**src/rtl/cash_dispenser_ctrl.sv**
```systemverilog
// Bill-dispensing sequencer: greedy plan over four cassettes, one-bill-at-a-time
// req/ack handshake, inventory tracking, completion/error/jam reporting.
module cash_dispenser_ctrl #(
   parameter int unsigned DENOM0    = 20000,
   parameter int unsigned DENOM1    = 10000,
   parameter int unsigned DENOM2    = 5000,
   parameter int unsigned DENOM3    = 1000,
   parameter int unsigned INV_W     = 8,
   parameter int unsigned INV_INIT  = 100,
   parameter int unsigned MAX_MONTO = 400000,
   parameter int unsigned TIMEOUT   = 15
) (
   input  logic        CLK,
   input  logic        RESET,
   input  logic        ENTREGAR_DINERO,
   input  logic [31:0] MONTO,
   input  logic        BILL_ACK,
   output logic        BILL_REQ,
   output logic [1:0]  BILL_SEL,
   output logic        BUSY,
   output logic        DONE,
   output logic        ERROR_MONTO,
   output logic        ATASCO,
   output logic [3:0]  INV_VACIO
);

   localparam int unsigned TMR_W = $clog2(TIMEOUT + 1);

   localparam logic [2:0] S_IDLE = 3'd0;
   localparam logic [2:0] S_PLAN = 3'd1;
   localparam logic [2:0] S_REQ  = 3'd2;
   localparam logic [2:0] S_GAP  = 3'd3;
   localparam logic [2:0] S_FIN  = 3'd4;
   localparam logic [2:0] S_ERR  = 3'd5;
   localparam logic [2:0] S_JAM  = 3'd6;

   logic [2:0]       state_q, state_d;
   logic [31:0]      rem_q, rem_d;
   logic [1:0]       idx_q, idx_d;
   logic [TMR_W-1:0] timer_q, timer_d;
   logic [INV_W-1:0] n_q [4];
   logic [INV_W-1:0] n_d [4];
   logic [INV_W-1:0] inv_q [4];
   logic [INV_W-1:0] inv_d [4];

   logic       req_d, busy_d, done_d, err_d, atasco_d;
   logic [1:0] sel_d;
   logic [3:0] vacio_d;
   logic       any_left;

   function automatic logic [31:0] denom_of(input logic [1:0] i);
      case (i)
         2'd0:    denom_of = 32'(DENOM0);
         2'd1:    denom_of = 32'(DENOM1);
         2'd2:    denom_of = 32'(DENOM2);
         default: denom_of = 32'(DENOM3);
      endcase
   endfunction

   // Next-state, datapath and registered-output values
   always_comb begin
      state_d  = state_q;
      rem_d    = rem_q;
      idx_d    = idx_q;
      timer_d  = timer_q;
      n_d      = n_q;
      inv_d    = inv_q;
      any_left = (n_q[0] != '0) || (n_q[1] != '0) || (n_q[2] != '0) || (n_q[3] != '0);

      case (state_q)
         S_IDLE: begin
            if (ENTREGAR_DINERO) begin
               rem_d = MONTO;
               if ((MONTO == 32'd0) || (MONTO > 32'(MAX_MONTO)) ||
                   ((MONTO % 32'(DENOM3)) != 32'd0)) begin
                  state_d = S_ERR;
               end else begin
                  for (int i = 0; i < 4; i++) n_d[i] = '0;
                  idx_d   = 2'd0;
                  state_d = S_PLAN;
               end
            end
         end
         S_PLAN: begin
            timer_d = '0;
            if ((rem_q >= denom_of(idx_q)) && (n_q[idx_q] < inv_q[idx_q])) begin
               n_d[idx_q] = n_q[idx_q] + INV_W'(1);
               rem_d      = rem_q - denom_of(idx_q);
            end else if (idx_q != 2'd3) begin
               idx_d = idx_q + 2'd1;
            end else begin
               state_d = (rem_q == 32'd0) ? S_REQ : S_ERR;
            end
         end
         S_REQ: begin
            // An ack on the expiry cycle still counts as a delivered bill
            if (BILL_ACK) begin
               inv_d[BILL_SEL] = inv_q[BILL_SEL] - INV_W'(1);
               n_d[BILL_SEL]   = n_q[BILL_SEL] - INV_W'(1);
               state_d         = S_GAP;
            end else if (timer_q == TMR_W'(TIMEOUT - 1)) begin
               state_d = S_JAM;
            end else begin
               timer_d = timer_q + TMR_W'(1);
            end
         end
         S_GAP: begin
            timer_d = '0;
            state_d = any_left ? S_REQ : S_FIN;
         end
         S_FIN:   state_d = S_IDLE;
         S_ERR:   state_d = S_IDLE;
         S_JAM:   state_d = S_JAM;
         default: state_d = S_IDLE;
      endcase

      req_d    = (state_d == S_REQ);
      busy_d   = (state_d != S_IDLE) && (state_d != S_JAM);
      done_d   = (state_d == S_FIN);
      err_d    = (state_d == S_ERR);
      atasco_d = (state_d == S_JAM);

      sel_d = BILL_SEL;
      if (state_d == S_REQ) begin
         if (n_d[0] != '0)      sel_d = 2'd0;
         else if (n_d[1] != '0) sel_d = 2'd1;
         else if (n_d[2] != '0) sel_d = 2'd2;
         else                   sel_d = 2'd3;
      end

      // Flags lag the inventory register by one cycle
      vacio_d = '0;
      for (int i = 0; i < 4; i++) vacio_d[i] = (inv_q[i] == '0);
   end

   always_ff @(posedge CLK) begin
      if (RESET) begin
         state_q     <= S_IDLE;
         rem_q       <= '0;
         idx_q       <= '0;
         timer_q     <= '0;
         for (int i = 0; i < 4; i++) begin
            n_q[i]   <= '0;
            inv_q[i] <= INV_W'(INV_INIT);
         end
         BILL_REQ    <= 1'b0;
         BILL_SEL    <= 2'd0;
         BUSY        <= 1'b0;
         DONE        <= 1'b0;
         ERROR_MONTO <= 1'b0;
         ATASCO      <= 1'b0;
         INV_VACIO   <= {4{INV_INIT == 0}};
      end else begin
         state_q     <= state_d;
         rem_q       <= rem_d;
         idx_q       <= idx_d;
         timer_q     <= timer_d;
         n_q         <= n_d;
         inv_q       <= inv_d;
         BILL_REQ    <= req_d;
         BILL_SEL    <= sel_d;
         BUSY        <= busy_d;
         DONE        <= done_d;
         ERROR_MONTO <= err_d;
         ATASCO      <= atasco_d;
         INV_VACIO   <= vacio_d;
      end
   end

endmodule

```
**config.mk**
```make
export PLATFORM = sky130hd
export DESIGN_NAME = cash_dispenser_ctrl
export DESIGN_NICKNAME = d
export VERILOG_FILES = /design/src/rtl/cash_dispenser_ctrl.sv
export SDC_FILE = /design/constraint.sdc
export NUM_CORES = 1
export LEC_CHECK = 0
export CAP_MARGIN = 15
export CORE_ASPECT_RATIO = 1.75
export CORE_UTILIZATION = 56
export CTS_BUF_LIST = sky130_fd_sc_hd__clkbuf_16
export CTS_CLUSTER_SIZE = 24
export DETAILED_ROUTE_END_ITERATION = 8
export GPL_TIMING_DRIVEN = 0
export MAX_ROUTING_LAYER = met4
export PLACE_DENSITY_LB_ADDON = 0.2
export SYNTH_ARGS = -nofsm -noshare
export SYNTH_HDL_FRONTEND = slang
export SYNTH_SLANG_ARGS = --single-unit
```
**constraint.sdc**
```tcl
create_clock -name CLK -period 18.24 [get_ports CLK]
set_clock_uncertainty 0.15 [all_clocks]
set_input_delay 1.824 -clock CLK [delete_from_list [all_inputs] [get_ports CLK]]
set_output_delay 1.824 -clock CLK [all_outputs]
set_load 0.05 [all_outputs]
```
[Word level (Yosys, flattened, before mapping)]
Cells that the tools add are included.
Cells by class
  add/sub/neg operators: 6
  divide/modulo/power cells: 1
  order comparisons: 7
  equality and inequality tests: 21
  mux-type cells: 51
  bitwise operators: 2
  reductions and logical operators: 35
Operators by type and width (number)
  $mux 32: 9
  $bwmux 32: 3
  $pmux 32 s3: 1
  $mux 8: 10
  $bmux 8 s2: 4
  $logic_not 32->1: 2
  $pmux 32 s2: 1
  $reduce_bool 8->1: 7
  $pmux 15 s3: 1
  $demux 8 s2: 2
  $ge 32x32->1: 1
  $gt 32x19->1 const B: 1
  $logic_not 8->1: 4
  $mod 32x10->32 const B: 1
  $reduce_bool 32->1: 1
  $sub 32x32->32: 1
  $mux 3: 8
  $ne 2x2->1 const B: 9
  $sub 8x1->8 const B: 2
  $pmux 3 s5: 1
  $eq 3x3->1 const B: 4
  $mux 2: 6
  $reduce_and 5->1: 2
  $eq 3x2->1 const B: 3
  25 further kinds: 39
Storage, ports and cells
  register bits: 116
  input bits: 36
  output and inout port bits: 11
  word-level logic and storage cells: 142

[Longest topological paths before layout]
  depth in word-level cells: 12
  gate-level depth with buffers: 69
  mapped depth without buffers: 57

[Worst setup path before layout]
Ideal clock, no wire load.
  path kind: input to register
  from: input MONTO[24]
  to: register n_q[25] (netlist bit)
  library setup time: 128 ps
  arrival: 16258 ps
  required time: 17962 ps
  slack: 1704 ps
  stages: 61
  buffers on the path: 4
  cells stage by stage: buf_2 -> or3b_1 -> a211oi_2 -> a21boi_2 -> o21a_1 -> or4_1 -> o2111ai_1 -> o21ai_2 -> nand2_1 -> o2111ai_2 -> a211oi_4 -> a21o_4 -> a21oi_1 -> o22ai_1 -> o2111ai_2 -> or4_4 -> mux2_4 -> o22a_1 -> [... 25 more ...] -> nand4_2 -> or2_1 -> o21a_1 -> and3_1 -> a21oi_4 -> mux2i_1 -> a311o_1 -> o211ai_2 -> xnor2_1 -> o211a_2 -> o21ai_0 -> and4_1 -> nor4_4 -> a32o_2 -> nand4_2 -> buf_2 -> a31oi_1 -> nor2_1
On the way
  cells in the longest elaborated chain, start to end: 6
  elaborated cells on any way between the ends: 9
  those cells by class: div (1); order compare (1); mux (3); reduce/logical (4)
Ends and longest elaborated chain
  start: declaration: RTL line 16  | input logic [31:0] MONTO,
  $mod 32x10->32 (tied with other cells): RTL line 75  | ((MONTO % 32'(DENOM3)) != 32'd0)) begin
  $reduce_bool 32->1 / $logic_or 1x1->1 (equally long branches): RTL line 75, 74
  $logic_or 1x1->1 (*): RTL line 74  | if ((MONTO == 32'd0) || (MONTO > 32'(MAX_MONTO)) ||
  $mux 32 (*): RTL line 74
  $mux 32 (*): RTL line 72  | if (ENTREGAR_DINERO) begin
  $pmux 32 s3 (*): RTL line 70  | case (state_q)
  end signal: assignment: RTL line 158  | n_q <= n_d;
  end: declaration: RTL line 41  | logic [INV_W-1:0] n_q [4];
Mark *: on every way between the ends. The rest lies on a longest branch, timed or not. The select of a mux whose other input is x is not followed.
A chain may end at the register's enable or synchronous reset.

[Final worst setup path]
  from: input MONTO[29]
  to: register n_q[0] (netlist bit)
On the way
  cells in the longest elaborated chain, start to end: 5
  elaborated cells on any way between the ends: 8
  those cells by class: div (1); order compare (1); eq/ne (1); reduce/logical (5)
Ends and longest elaborated chain (RTL line)
  $mod 32x10->32 (tied with other cells): 75
  $reduce_bool 32->1 / $logic_or 1x1->1 (equally long branches): 75, 74
  $logic_or 1x1->1 (*): 74
  $ne 2x2->1 (no source line) (*)
  $reduce_and 5->1 (no source line) (*)
Mark *: on every way between the ends. The rest lies on a longest branch, timed or not.

==> run_results.csv <==
group,metric,value,unit
outcome,run_status,"complete, but fails checks",
outcome,violated_checks,"DRC",
clock_network,cts_max_level,4,
sta,final_report_hold_violation_count,0,
placed_design,gp_congestion,1.01,
global_routing,first_global_vias,16600,
detailed_routing,drcViolationCount,1,
die,chipWidth,124,um
synth,number_of_storage_elements_in_the_synthesis_netlist,116,
detailed_routing,num_vias,17600,
clock_network,tritoncts,"yes",
synth,syn_avg_cell_area,7.36,sq um
synth,synth-edff-count,0,
synth,async_flop_share,0,
global_routing,grt_pass1_wl,85900,um
detailed_routing,wire_per_inst,23.0,um
sta,worstMarginPinSlew,1.10,ns
critical_path,worst_path_largest_cell_delay,0.48,ns
cells_and_area,diodes,0,
cells_and_area,area_taken_by_multi_input_logic_gates,13000,sq um
sta,finalHoldWorstSlack,0.304,ns
critical_path,cp.buffers_inverters,12,
detailed_routing,via_cell_ratio,7.20,
global_routing,grt_max_degree,17,
synth,synth_common_cells,"sky130_fd_sc_hd__nor2_1, sky130_fd_sc_hd__nand2_1, sky130_fd_sc_hd__a21oi_1, sky130_fd_sc_hd__dfxtp_1, sky130_fd_sc_hd__o21ai_0",
die,floorplan.core_area,25400,sq um
cells_and_area,design_area,18000,sq um
clock_network,clk_latency,0.44,ns
detailed_routing,finalWirelength,56100,um
cells_and_area,finish.net_count,2176,
critical_path,setup.worst_path.class,"in2reg",
critical_path,worst_setup_path_end_kind,"register",
synth,synthDominantAreaCellType,"sky130_fd_sc_hd__dfxtp_1",
placed_design,post_dp_cell_area,15400,sq um
clock_network,cts-buffers-inserted,17,
cells_and_area,ff_latch_area,2320,sq um
synth,most_common_cell_in_the_netlist,"sky130_fd_sc_hd__nor2_1",
cells_and_area,final.fill_count,2136,
detailed_routing,postRouteAntennaNets,0,
placed_design,placement.setup.worst_slack,-2.11,ns
worst_hold_path,timing.hold.worst.class,"reg2reg",
global_routing,grt_overflow,0,
synth,netlist.area_leader.share,0.159,
die,dieArea,26800,sq um
synth,synth_sequential_area_ratio,0.159,
synth,synth.yosys.warnings,0,
sta,setup-violations-final,0,
cells_and_area,flow.area_growth_from_synthesis,23.2,%
clock_network,tritoncts_num_sinks,116,
detailed_routing,first_pass_drt_iterations,9,
clock_network,cts.root.buffer_cell,"sky130_fd_sc_hd__clkbuf_16",
sta,final_critical_path_setup_slack,0.292,ns
critical_path,arrival_time_of_the_worst_setup_path,18.08,ns
die,initial_utilization,0.575,
critical_path,timing.critical_path.fanout_max,10,
critical_path,worst_path_max_delay_cell,"sky130_fd_sc_hd__a311o_2",
global_routing,antenna_found_initial,0,
die,floorplan.rows,77,
detailed_routing,detailedRoute.firstIterationViolations,1470,
synth,synth.area.top_cells,"sky130_fd_sc_hd__dfxtp_1, sky130_fd_sc_hd__nor2_1, sky130_fd_sc_hd__mux4_2, sky130_fd_sc_hd__nand2_1, sky130_fd_sc_hd__a21oi_1",
die,io-pin-count,47,
sta,final_max_slew_viol_count,0,
critical_path,path_delay_family,"compound AO/OA/AOI/OAI gates",
synth,synth_cell_types,128,
clock_network,cts_max_path_buffers,2,
run,max_cap_viol_count,0,
die,die_height,216,um
critical_path,cp-start-kind,"input port",
sta,final_worst_path_period_share,0.984,
sta,max_clock_freq,0.0557,GHz
cells_and_area,drive_above_1_share,0.205,
placed_design,count_of_buffers_from_port_buffering,34,
synth,post_synth_inst_count,1988,
critical_path,crit_required,18.37,ns
synth,ys.flop_type,"sky130_fd_sc_hd__dfxtp_1",
critical_path,cpMostUsedCell,"sky130_fd_sc_hd__buf_4",
synth,syn-num-nets,2052,
clock_network,clock_slew_at_the_register_clock_pins_of_the_worst_setup_and_hold_paths,0.06,ns
synth,total_standard_cell_area_after_synthesis,14600,sq um
sta,min_period,17.95,ns
placed_design,detailedPlacementHpwl,40900,um
sta,relSlewSlack,0.260,
global_routing,globalRouteTotalUtil,0.405,
==> final timing paths <==
check / start / to / slack [ns] / depth (start not counted)
hold reg to reg: rem_q[2]$_SDFFE_PP0P_ / rem_q[2]$_SDFFE_PP0P_ / 0.30 / 2
setup / recovery: MONTO[29] / n_q[0]$_SDFFE_PP0P_ / 0.29 / 68
hold / removal: rem_q[2]$_SDFFE_PP0P_ / rem_q[2]$_SDFFE_PP0P_ / 0.30 / 2
setup reg to reg: idx_q[0]$_SDFFE_PP0P_ / BILL_SEL[0]$_SDFFE_PP0P_ / 10.53 / 29
==> cell type report <==
class,instances,area share
Clock buffer,17,0.0236
Buffer,106,0.0270
Multi-Input combinational cell,1695,0.723
Clock inverter,15,0.0101
Sequential cell,116,0.129
Timing Repair Buffer,110,0.0520
Tap cell,316,0.0219
Inverter,66,0.0137
==> stage by stage <==
stage / utilization / setup TNS (ns) / std cells
after CTS: 0.651 / 0 / 2386
after detailed placement: 0.605 / -79.97 / 2339
after global placement: 0.604 / -68.33 / 2338
after floorplan: - / 0 / 1988
final: 0.709 / 0 / 2441
after global routing: 0.709 / -7.05 / 2441
==> placed cells by master (no fill, tap or decap), types with 27 or more instances in the layout <==
cell	instances
sky130_fd_sc_hd__nand3_1	58
sky130_fd_sc_hd__ha_1	27
sky130_fd_sc_hd__nand2b_1	29
sky130_fd_sc_hd__o211ai_1	28
sky130_fd_sc_hd__inv_1	64
sky130_fd_sc_hd__nor3_1	61
sky130_fd_sc_hd__nand2_1	167
sky130_fd_sc_hd__a211oi_1	48
sky130_fd_sc_hd__clkbuf_1	72
sky130_fd_sc_hd__clkdlybuf4s50_1	31
sky130_fd_sc_hd__o21ai_0	75
sky130_fd_sc_hd__nor2_1	233
sky130_fd_sc_hd__dfxtp_1	116
sky130_fd_sc_hd__xnor2_1	37
sky130_fd_sc_hd__buf_4	81
sky130_fd_sc_hd__a21oi_1	115
sky130_fd_sc_hd__a31oi_1	38
sky130_fd_sc_hd__mux4_2	32
sky130_fd_sc_hd__nor4_1	35
==> kinds of logic (layout without fill, tap and decap cells) <==
kind of cell | after synthesis | count (layout) | share of synthesized area
AND/OR/NAND/NOR | 796 | 796 | 0.270
AO/OA/AOI/OAI | 717 | 717 | 0.369
buffers and inverters | 177 | 314 | 0.0490
flip-flops | 116 | 116 | 0.159
multiplexers | 73 | 73 | 0.0784
XOR/XNOR | 72 | 72 | 0.0441
adder cells (fa/ha/maj) | 37 | 37 | 0.0307
==> layer usage <==
metal  wire length, um  track usage  up-vias  share of wire
li1                  -            -     7948              -
met1             19300        0.388     8418           0.34
met2             29700        0.745      875           0.53
met3              2850       0.0511      345          0.051
met4              4280        0.282        0          0.076
met5                 0            -        -              0
==> what timing repair did <==
| action | 4_1_cts | 5_1_grt |
|---|---|---|
| cloned | 0 | 0 |
| endpoints found under the setup margin | 40 | 40 |
| pin swaps | 17 | 68 |
| buffers inserted | 15 | 60 |
| hold buffers | 0 | 0 |
| gates resized for setup | 78 | 202 |
==> flip-flops by register name, summed over array words and instances, names as in the netlist, 2 cells and up <==
register	flops
BILL_SEL	2
INV_VACIO	4
idx_q	2
inv_q	32
n_q	32
rem_q	32
state_q	3
timer_q	4
==> worst register-to-register path: cells and delay by family (launching register included) <==
kind	cells	cell delay, ns
adder cells (fa/ha/maj)	2	0.55
AO/OA/AOI/OAI	13	2.45
flip-flops	1	0.40
AND/OR/NAND/NOR	8	1.92
buffers and inverters	6	2.12
Power is not shown: default switching activity piles up to over one toggle a cycle in this logic, so the estimate is an artifact.
